`config.mk`:
```
export PLATFORM = sky130hd
export DESIGN_NAME = key_pio_capture
export DESIGN_NICKNAME = d
export VERILOG_FILES = /design/src/rtl/key_pio_pkg.sv /design/src/rtl/key_pio_capture_debounce.sv /design/src/rtl/key_pio_capture.sv
export SDC_FILE = /design/constraint.sdc
export NUM_CORES = 1
export LEC_CHECK = 0
export CAP_MARGIN = 20
export CORE_UTILIZATION = 45
export CTS_CLUSTER_DIAMETER = 100
export DETAILED_ROUTE_END_ITERATION = 12
export DONT_BUFFER_PORTS = 1
export PLACE_DENSITY = 0.62
export SYNTH_ARGS = -nofsm -noshare
export SYNTH_HDL_FRONTEND = slang
export SYNTH_SLANG_ARGS = --single-unit
```
`constraint.sdc`:
```
create_clock -name clk_clk -period 1.99 [get_ports clk_clk]
set_input_delay 0.398 -clock clk_clk [delete_from_list [all_inputs] [get_ports clk_clk]]
set_output_delay 0.398 -clock clk_clk [all_outputs]
set_load 0.02 [all_outputs]
```
`src/rtl/key_pio_pkg.sv`:
```
// key_pio_pkg: shared register addresses, edge-mode encoding and the
// per-bit edge qualification helper for the key PIO capture block.
package key_pio_pkg;

  // Avalon-MM word addresses of the four slave registers.
  localparam logic [1:0] ADDR_DATA    = 2'd0;
  localparam logic [1:0] ADDR_IRQMASK = 2'd1;
  localparam logic [1:0] ADDR_EDGECAP = 2'd2;
  localparam logic [1:0] ADDR_TSTAMP  = 2'd3;

  // Which transitions of the debounced level are captured.
  typedef enum logic [1:0] {
    EDGE_FALL = 2'd0,
    EDGE_RISE = 2'd1,
    EDGE_ANY  = 2'd2
  } edge_mode_e;

  // True when the transition prev -> cur qualifies under the given mode.
  // An unused encoding (3) captures nothing.
  function automatic logic edge_hit(input edge_mode_e mode,
                                    input logic       cur,
                                    input logic       prev);
    logic hit;
    hit = 1'b0;
    case (mode)
      EDGE_FALL: hit = prev & ~cur;
      EDGE_RISE: hit = ~prev & cur;
      EDGE_ANY:  hit = prev ^ cur;
      default:   hit = 1'b0;
    endcase
    return hit;
  endfunction

endpackage

```
`src/rtl/key_pio_capture_debounce.sv`:
```
// key_debounce: one input pin -> 2-flop synchroniser -> hold counter ->
// debounced stable level. A new synchronised level must persist for
// DEBOUNCE_CYCLES consecutive cycles before it is accepted; any shorter
// excursion clears the counter and is discarded. The counter saturates
// rather than wrapping.
module key_debounce #(
  parameter int   DEBOUNCE_CYCLES = 50000,
  parameter int   DB_CNT_W        = 16,
  parameter logic IDLE_LEVEL      = 1'b1
) (
  input  logic clk,
  input  logic rst_n,
  input  logic pin,
  output logic stable
);

  localparam logic [DB_CNT_W-1:0] CNT_LAST = DB_CNT_W'(DEBOUNCE_CYCLES - 1);

  logic                sync1_q, sync1_d;
  logic                sync2_q, sync2_d;
  logic                stable_q, stable_d;
  logic [DB_CNT_W-1:0] cnt_q, cnt_d;

  // Next-state: synchroniser shift, counter run/clear, stable update.
  always_comb begin
    sync1_d  = pin;
    sync2_d  = sync1_q;
    stable_d = stable_q;
    cnt_d    = cnt_q;
    if (sync2_q == stable_q) begin
      cnt_d = '0;
    end else if (cnt_q == CNT_LAST) begin
      stable_d = sync2_q;
      cnt_d    = '0;
    end else if (cnt_q != '1) begin
      cnt_d = cnt_q + 1'b1;
    end
  end

  // State registers; reset discards any partial count.
  always_ff @(posedge clk or negedge rst_n) begin
    if (!rst_n) begin
      sync1_q  <= IDLE_LEVEL;
      sync2_q  <= IDLE_LEVEL;
      stable_q <= IDLE_LEVEL;
      cnt_q    <= '0;
    end else begin
      sync1_q  <= sync1_d;
      sync2_q  <= sync2_d;
      stable_q <= stable_d;
      cnt_q    <= cnt_d;
    end
  end

  assign stable = stable_q;

endmodule

```
`src/rtl/key_pio_capture.sv`:
```
// key_pio_capture: WIDTH-channel debounced key/switch input port with
// sticky edge capture, maskable level interrupt and a 4-word Avalon-MM
// slave. Optional build macro KEY_PIO_TIMESTAMP_EN adds a free-running
// cycle counter whose value is latched whenever a capture bit newly sets;
// without it address 3 reads 0.
//
// Bus protocol: the slave never stalls. A write takes effect on the clock
// edge that samples avs_write. A read is accepted on the edge that samples
// avs_read and avs_readdata presents the value one cycle later, then holds
// until the next read. Reads have no side effects.
module key_pio_capture
  import key_pio_pkg::*;
#(
  parameter int   WIDTH           = 4,
  parameter int   DEBOUNCE_CYCLES = 50000,
  parameter int   DB_CNT_W        = 16,
  parameter int   EDGE_MODE       = 0,
  parameter logic IDLE_LEVEL      = 1'b1
) (
  input  logic             clk_clk,
  input  logic             reset_reset_n,
  input  logic [WIDTH-1:0] key_export,
  input  logic [1:0]       avs_address,
  input  logic             avs_read,
  input  logic             avs_write,
  input  logic [31:0]      avs_writedata,
  output logic [31:0]      avs_readdata,
  output logic             irq
);

  localparam edge_mode_e MODE = edge_mode_e'(2'(EDGE_MODE));

  logic [WIDTH-1:0] stable;
  logic [WIDTH-1:0] stable_d_q, stable_d_d;
  logic [WIDTH-1:0] edge_set;
  logic [WIDTH-1:0] edge_clr;
  logic [WIDTH-1:0] edgecap_q, edgecap_d;
  logic [WIDTH-1:0] irqmask_q, irqmask_d;
  logic [31:0]      readdata_q, readdata_d;
  logic             irq_q, irq_d;
  logic [31:0]      tstamp_val;

  // One synchroniser/debouncer per pin.
  for (genvar i = 0; i < WIDTH; i++) begin : g_db
    key_debounce #(
      .DEBOUNCE_CYCLES (DEBOUNCE_CYCLES),
      .DB_CNT_W        (DB_CNT_W),
      .IDLE_LEVEL      (IDLE_LEVEL)
    ) u_db (
      .clk    (clk_clk),
      .rst_n  (reset_reset_n),
      .pin    (key_export[i]),
      .stable (stable[i])
    );
  end

  // High write-data bits have no register behind them.
  if (WIDTH < 32) begin : g_wd_unused
    logic unused_wdata;
    assign unused_wdata = ^avs_writedata[31:WIDTH];
  end

  // Edge qualification and W1C decode.
  always_comb begin
    edge_set = '0;
    edge_clr = '0;
    for (int i = 0; i < WIDTH; i++) begin
      edge_set[i] = edge_hit(MODE, stable[i], stable_d_q[i]);
    end
    if (avs_write && avs_address == ADDR_EDGECAP) begin
      edge_clr = avs_writedata[WIDTH-1:0];
    end
  end

  // Register next-state: a capture set beats a same-cycle clear.
  always_comb begin
    stable_d_d = stable;
    edgecap_d  = (edgecap_q & ~edge_clr) | edge_set;
    irqmask_d  = irqmask_q;
    if (avs_write && avs_address == ADDR_IRQMASK) begin
      irqmask_d = avs_writedata[WIDTH-1:0];
    end
    irq_d = |(edgecap_q & irqmask_q);
  end

  // Read mux; returns register contents before this cycle's updates.
  always_comb begin
    readdata_d = readdata_q;
    if (avs_read) begin
      case (avs_address)
        ADDR_DATA:    readdata_d = 32'(stable);
        ADDR_IRQMASK: readdata_d = 32'(irqmask_q);
        ADDR_EDGECAP: readdata_d = 32'(edgecap_q);
        ADDR_TSTAMP:  readdata_d = tstamp_val;
        default:      readdata_d = 32'd0;
      endcase
    end
  end

  // Control/status registers.
  always_ff @(posedge clk_clk or negedge reset_reset_n) begin
    if (!reset_reset_n) begin
      stable_d_q <= {WIDTH{IDLE_LEVEL}};
      edgecap_q  <= '0;
      irqmask_q  <= '0;
      readdata_q <= '0;
      irq_q      <= 1'b0;
    end else begin
      stable_d_q <= stable_d_d;
      edgecap_q  <= edgecap_d;
      irqmask_q  <= irqmask_d;
      readdata_q <= readdata_d;
      irq_q      <= irq_d;
    end
  end

`ifdef KEY_PIO_TIMESTAMP_EN
  logic [31:0] cycle_q, cycle_d;
  logic [31:0] tstamp_q, tstamp_d;

  // Free-running counter; latch it when any capture bit goes 0 -> 1.
  always_comb begin
    cycle_d  = cycle_q + 32'd1;
    tstamp_d = tstamp_q;
    if (|(edge_set & ~edgecap_q)) begin
      tstamp_d = cycle_q;
    end
  end

  // Timestamp registers.
  always_ff @(posedge clk_clk or negedge reset_reset_n) begin
    if (!reset_reset_n) begin
      cycle_q  <= '0;
      tstamp_q <= '0;
    end else begin
      cycle_q  <= cycle_d;
      tstamp_q <= tstamp_d;
    end
  end

  assign tstamp_val = tstamp_q;
`else
  assign tstamp_val = 32'd0;
`endif

  assign avs_readdata = readdata_q;
  assign irq          = irq_q;

endmodule

```
; After elaboration in Yosys (flattened, before gate mapping)
; Index checks and enable logic that the tools add are counted.
[totals]
regBits = 121
in_bits = 42
out_inout_bits = 33
[classes]
addsub = 4
eq_ne = 15
n_mux = 14
bitwise_logic = 16
reduce_logical = 12
[ops]
columns = operator, count
row1 = 16-bit 2-to-1 mux, 12
row2 = 32-bit one-hot mux with 4 select lines, 1
row3 = "16-bit by 1-bit adder with 16-bit output, second input constant", 4
row4 = "16-bit == test, second input constant", 4
row5 = "16-bit != test, second input constant", 4
row6 = 3-bit nonzero test, 4
row7 = 4-bit AND, 2
row8 = 1-bit NOT, 8
row9 = 2-bit AND reduction, 4
row10 = 1-bit AND, 4
row11 = 1-bit == test, 4
row12 = "2-bit == test, second input constant", 2
row13 = 4-bit 2-to-1 mux, 1
row14 = 4-bit NOT, 1
row15 = 4-bit OR, 1
row16 = 4-bit OR reduction, 1
row17 = "2-bit by 1-bit == test with 1-bit output, second input constant", 1
row18 = 1-bit logical AND, 2
row19 = 2-bit zero test, 1

; Longest topological paths before layout
[logic_depth]
word_depth = 6
depth_mapped = 7
mapped_depth_nobuf = 6

; By module
; From an unflattened synthesis, not the netlist that was laid out.
[unflattened]
cells_unflattened = 458
area_unflattened_um2 = 5017.3
[modules_own_cells]
columns = module, instances, cells_per_inst, area_per_inst_um2, seq_area_each_um2
row1 = key_debounce, 4, 93, 1008.5, 479.2
row2 = key_pio_capture, 1, 86, 983.4, 430.4

; Worst setup path after synthesis
; OpenSTA, ideal clock, no wires.
[synth_path]
path_kind = reg-to-reg
startpoint = register g_db[3].u_db.cnt_q[0]
endpoint = register g_db[3].u_db.cnt_q[6]
setup_time_ps = 104
t_arrival_ps = 1641
setup_slack_ps = 246
path_stages_with_launch = 8
path_cell_list = dfrtp_1 -> ha_1 -> nand3_1 -> nor4_1 -> nand2_1 -> or2_2 -> buf_2 -> o311ai_1
[synth_between]
elab_chain_cells = 4
elab_cells_between_ends = 7
classes_between = 1 x add/sub / 2 x eq/ne / 3 x mux / 1 x reduce/logical
[synth_rtl]
columns = item, line
row1 = "start, declared", key_pio_capture_debounce.sv:22  ; logic [DB_CNT_W-1:0] cnt_q, cnt_d;
row2 = "start signal, assigned", key_pio_capture_debounce.sv:51  ; cnt_q <= cnt_d;
row3 = 16-bit by 1-bit adder with 16-bit output, key_pio_capture_debounce.sv:36  ; cnt_d = cnt_q + 1'b1;
row4 = 16-bit 2-to-1 mux, key_pio_capture_debounce.sv:35  ; end else if (cnt_q != '1) begin
row5 = 16-bit 2-to-1 mux, key_pio_capture_debounce.sv:32  ; end else if (cnt_q == CNT_LAST) begin
row6 = 16-bit 2-to-1 mux, key_pio_capture_debounce.sv:30  ; if (sync2_q == stable_q) begin
; Several ways; a longest one is shown, not always the timed one. The select of a mux whose other input is x is not followed.
; A chain may end at the register's enable or synchronous reset.

; Worst setup path after layout
[layout_path]
startpoint = register g_db[3].u_db.cnt_q[7]
endpoint = register g_db[3].u_db.cnt_q[2]
[layout_between]
elab_chain_cells = 3
elab_cells_between_ends = 5
classes_between = 2 x eq/ne / 2 x mux / 1 x reduce/logical
[layout_rtl]
columns = item, line
row1 = 16-bit == test, key_pio_capture_debounce.sv:32
row2 = 16-bit 2-to-1 mux, key_pio_capture_debounce.sv:32
row3 = 16-bit 2-to-1 mux, key_pio_capture_debounce.sv:30
; Several ways; a longest one is shown, not always the timed one.

==> impl_metrics.tcl <==
set metrics [dict create \
    hold_ws_ps -285 \
    clock-sinks 93 \
    grt.overflow.total 0 \
    grt_max_degree 94 \
    grt_pass1_wl_mm 15.2 \
    nFillCells 973 \
    ir_drop_v 0.000343 \
    yosysWarnings 0 \
    grt_pass1_vias 3306 \
    core_area_mm2 0.0104 \
    async_flop_share 1.00 \
    post-dp-hpwl_mm 6.07 \
    cts_buffer_depth 2 \
    startpoint "g_db[3].u_db.cnt_q[7]$_DFFE_PN0P_" \
    die-area_mm2 0.0112 \
    cts_root_buf "clkbuf_8" \
    portBuffers 0 \
    totalWireLength_mm 8.74 \
    fmax_ghz 0.528 \
    h-tree-depth 3 \
    r2r-start "g_db[3].u_db.cnt_q[7]$_DFFE_PN0P_" \
    ys_ff_latch 93 \
    start_util 0.466 \
    cts_tree "yes" \
    drtPass1Iterations 4 \
    power.leakage_uw 0.00251 \
    power.total_uw 3300 \
    grt_most_used_layer "met2" \
    fp.dieH_um 106 \
    startpoint_type "flip-flop" \
    seq_area_frac_synth 0.483 \
    p_per_area_mw_per_mm2 637 \
    clkLatencyLatePin_ps 360 \
    skew_ps 5.33 \
    multiInputGateArea_mm2 0.00225 \
    rows 37 \
    cts_inserted_buffers 9 \
    syn_area_per_cell_um2 9.53 \
    wl_per_cell_um 13.1 \
    register_area_mm2 0.00235 \
    max_cap_viol_count 0 \
    status "finished with violations" \
    antenna_found_initial 0 \
    crit_fanout 16 \
    synth_flop_cell "dfrtp_1" \
    worst_setup_path_end_kind "flip-flop" \
    crit_type "reg2reg" \
    cp.arrival_ps 2150 \
    ioPinCount 75 \
    detail-route-antenna-nets 0 \
    viasPerCell 5.18 \
    drive_above_1_share 0.141 \
    cp.required_ps 2240 \
    tns_ps 0 \
    antennaDiodeCount 0 \
    grtUsageMet3 0.0307 \
    grt_usage 0.169 \
    finalSetupViolCount 0 \
    place_congestion 0.865 \
    synthCells 510 \
    remaining_drc_errors 0 \
    ys_types 49 \
    num_vias 3455 \
    ys_top_cells_by_area "dfrtp_1, dfstp_2, nand2_1" \
    worstMarginPinSlew_ps 617 \
    drt-initial-drc-count 129 \
    syn_area_mm2 0.00486 \
    violations "hold timing" \
    grtUsageMet1 0.230 \
    hold_violations 90 \
    yosysTopAreaCell "dfrtp_1" \
    fin_crit_ps 1900 \
    drv_slew 0 \
    min_path_type "in2async" \
    die_x_um 106 \
    postCtsSetupBuffers 0 \
    use_met2 0.265 \
    clk_pin_slew_ps 90 \
    slew_headroom 0.588 \
    finalCritPeriodShare 0.952 \
    areaGrowthSynthToFinish_pct 6.80 \
    synth_edf_count 0 \
    synth_top_area_share 0.397 \
    nets 572 \
]
-- cell usage after synthesis, types with 2 or more instances --
| master | n |
|---|---|
| nand2_1 | 95 |
| dfrtp_1 | 77 |
| nand3_1 | 31 |
| o21ai_0 | 31 |
| xor2_1 | 31 |
| buf_4 | 29 |
| nor2_1 | 27 |
| inv_1 | 23 |
| xnor2_1 | 23 |
| nand4_1 | 19 |
| dfstp_2 | 16 |
| nor3_1 | 12 |
| nor4_1 | 10 |
| a21oi_1 | 9 |
| mux2i_1 | 7 |
| or4_1 | 6 |
| buf_2 | 4 |
| buf_6 | 4 |
| ha_1 | 4 |
| mux2_2 | 4 |
| nor4_2 | 4 |
| and3_1 | 3 |
| and4_1 | 3 |
| clkbuf_1 | 3 |
| nand2b_1 | 3 |
| o21ai_2 | 3 |
| or4b_1 | 3 |
| a22oi_1 | 2 |
| buf_1 | 2 |
| nor2_2 | 2 |
| nor2b_1 | 2 |
-- cell families after synthesis --
kind of cell / synth area share
simple gates: 0.242
flops: 0.483
fa+ha+maj: 0.0103
buf+inv: 0.0819
mux: 0.0237
other cells: 0.000772
compound gates: 0.0613
xor+xnor: 0.0973
-- flip-flops by register name (all words and copies together) (netlist names), 4 cells and up --
name               count
g_db.u_db.stable       4
g_db.u_db.sync1_q      4
avs_readdata           4
edgecap_q              4
g_db.u_db.sync2_q      4
stable_d_q             4
irqmask_q              4
g_db.u_db.cnt_q       64
-- power by group --
part	internal, uW	switching, uW
logic	53.8	116
clock network	452	666
registers	1950	62.4
-- cell usage in the layout, fill, tap and decap left out, types with 19 or more instances in the layout --
cell      n
nor2_1   27
buf_4    21
nand3_1  30
o21ai_0  31
xnor2_1  23
nand4_1  19
conb_1   28
nand2_1  95
xor2_1   31
dfrtp_1  77
inv_1    23
-- final timing paths --
kind	end	slack, ps	depth (start not counted)
worst min-delay path	g_db[0].u_db.cnt_q[12]$_DFFE_PN0P_	-280	0
worst min register to register	g_db[0].u_db.sync2_q$_DFF_PN1_	360	0
min in group clk_clk	g_db[2].u_db.sync1_q$_DFF_PN1_	30	0
max in group asynchronous	g_db[3].u_db.sync1_q$_DFF_PN1_	1960	0
worst max-delay path	g_db[3].u_db.cnt_q[2]$_DFFE_PN0P_	90	4
worst max register to register	g_db[3].u_db.cnt_q[2]$_DFFE_PN0P_	90	4
-- layer usage --
layer / part of all wire / up-vias
met5: 0 / -
met4: 0.016 / 0
met3: 0.040 / 12
met2: 0.46 / 88
met1: 0.49 / 1638
li1: - / 1717
-- stage by stage --
step                      instances  utilization  area (um2)  worst slack, ps
after detailed placement        651        0.478        4980            0.905
final                           667        0.498        5190             94.9
after CTS                       667        0.495        5150             73.7
after global placement          651        0.478        4980             86.8
after global routing            667        0.498        5190            -22.3
after floorplan                 537            -        4960              246
-- layout make-up --
type,instances,share of cell area
Tap cell,136,0.0328
Clock buffer,10,0.0246
Sequential cell,93,0.452
Timing Repair Buffer,21,0.0304
Clock inverter,6,0.00772
Multi-Input combinational cell,377,0.434
Inverter,24,0.0178
-- worst max-delay path, cell delays in order (launching register included) --
cell and delay [ps]:
dfrtp_1 460, or4b_4 550, nor4_4 380, nor2_4 150, a31o_1 240
-- repair_timing --
item / in CTS / in global routing
hold endpoints to repair: 93 / 93
endpoints found under the setup margin: 1 / 21
gates resized for setup: 1 / 6
Note: power is estimated with default switching activity, not from simulation.
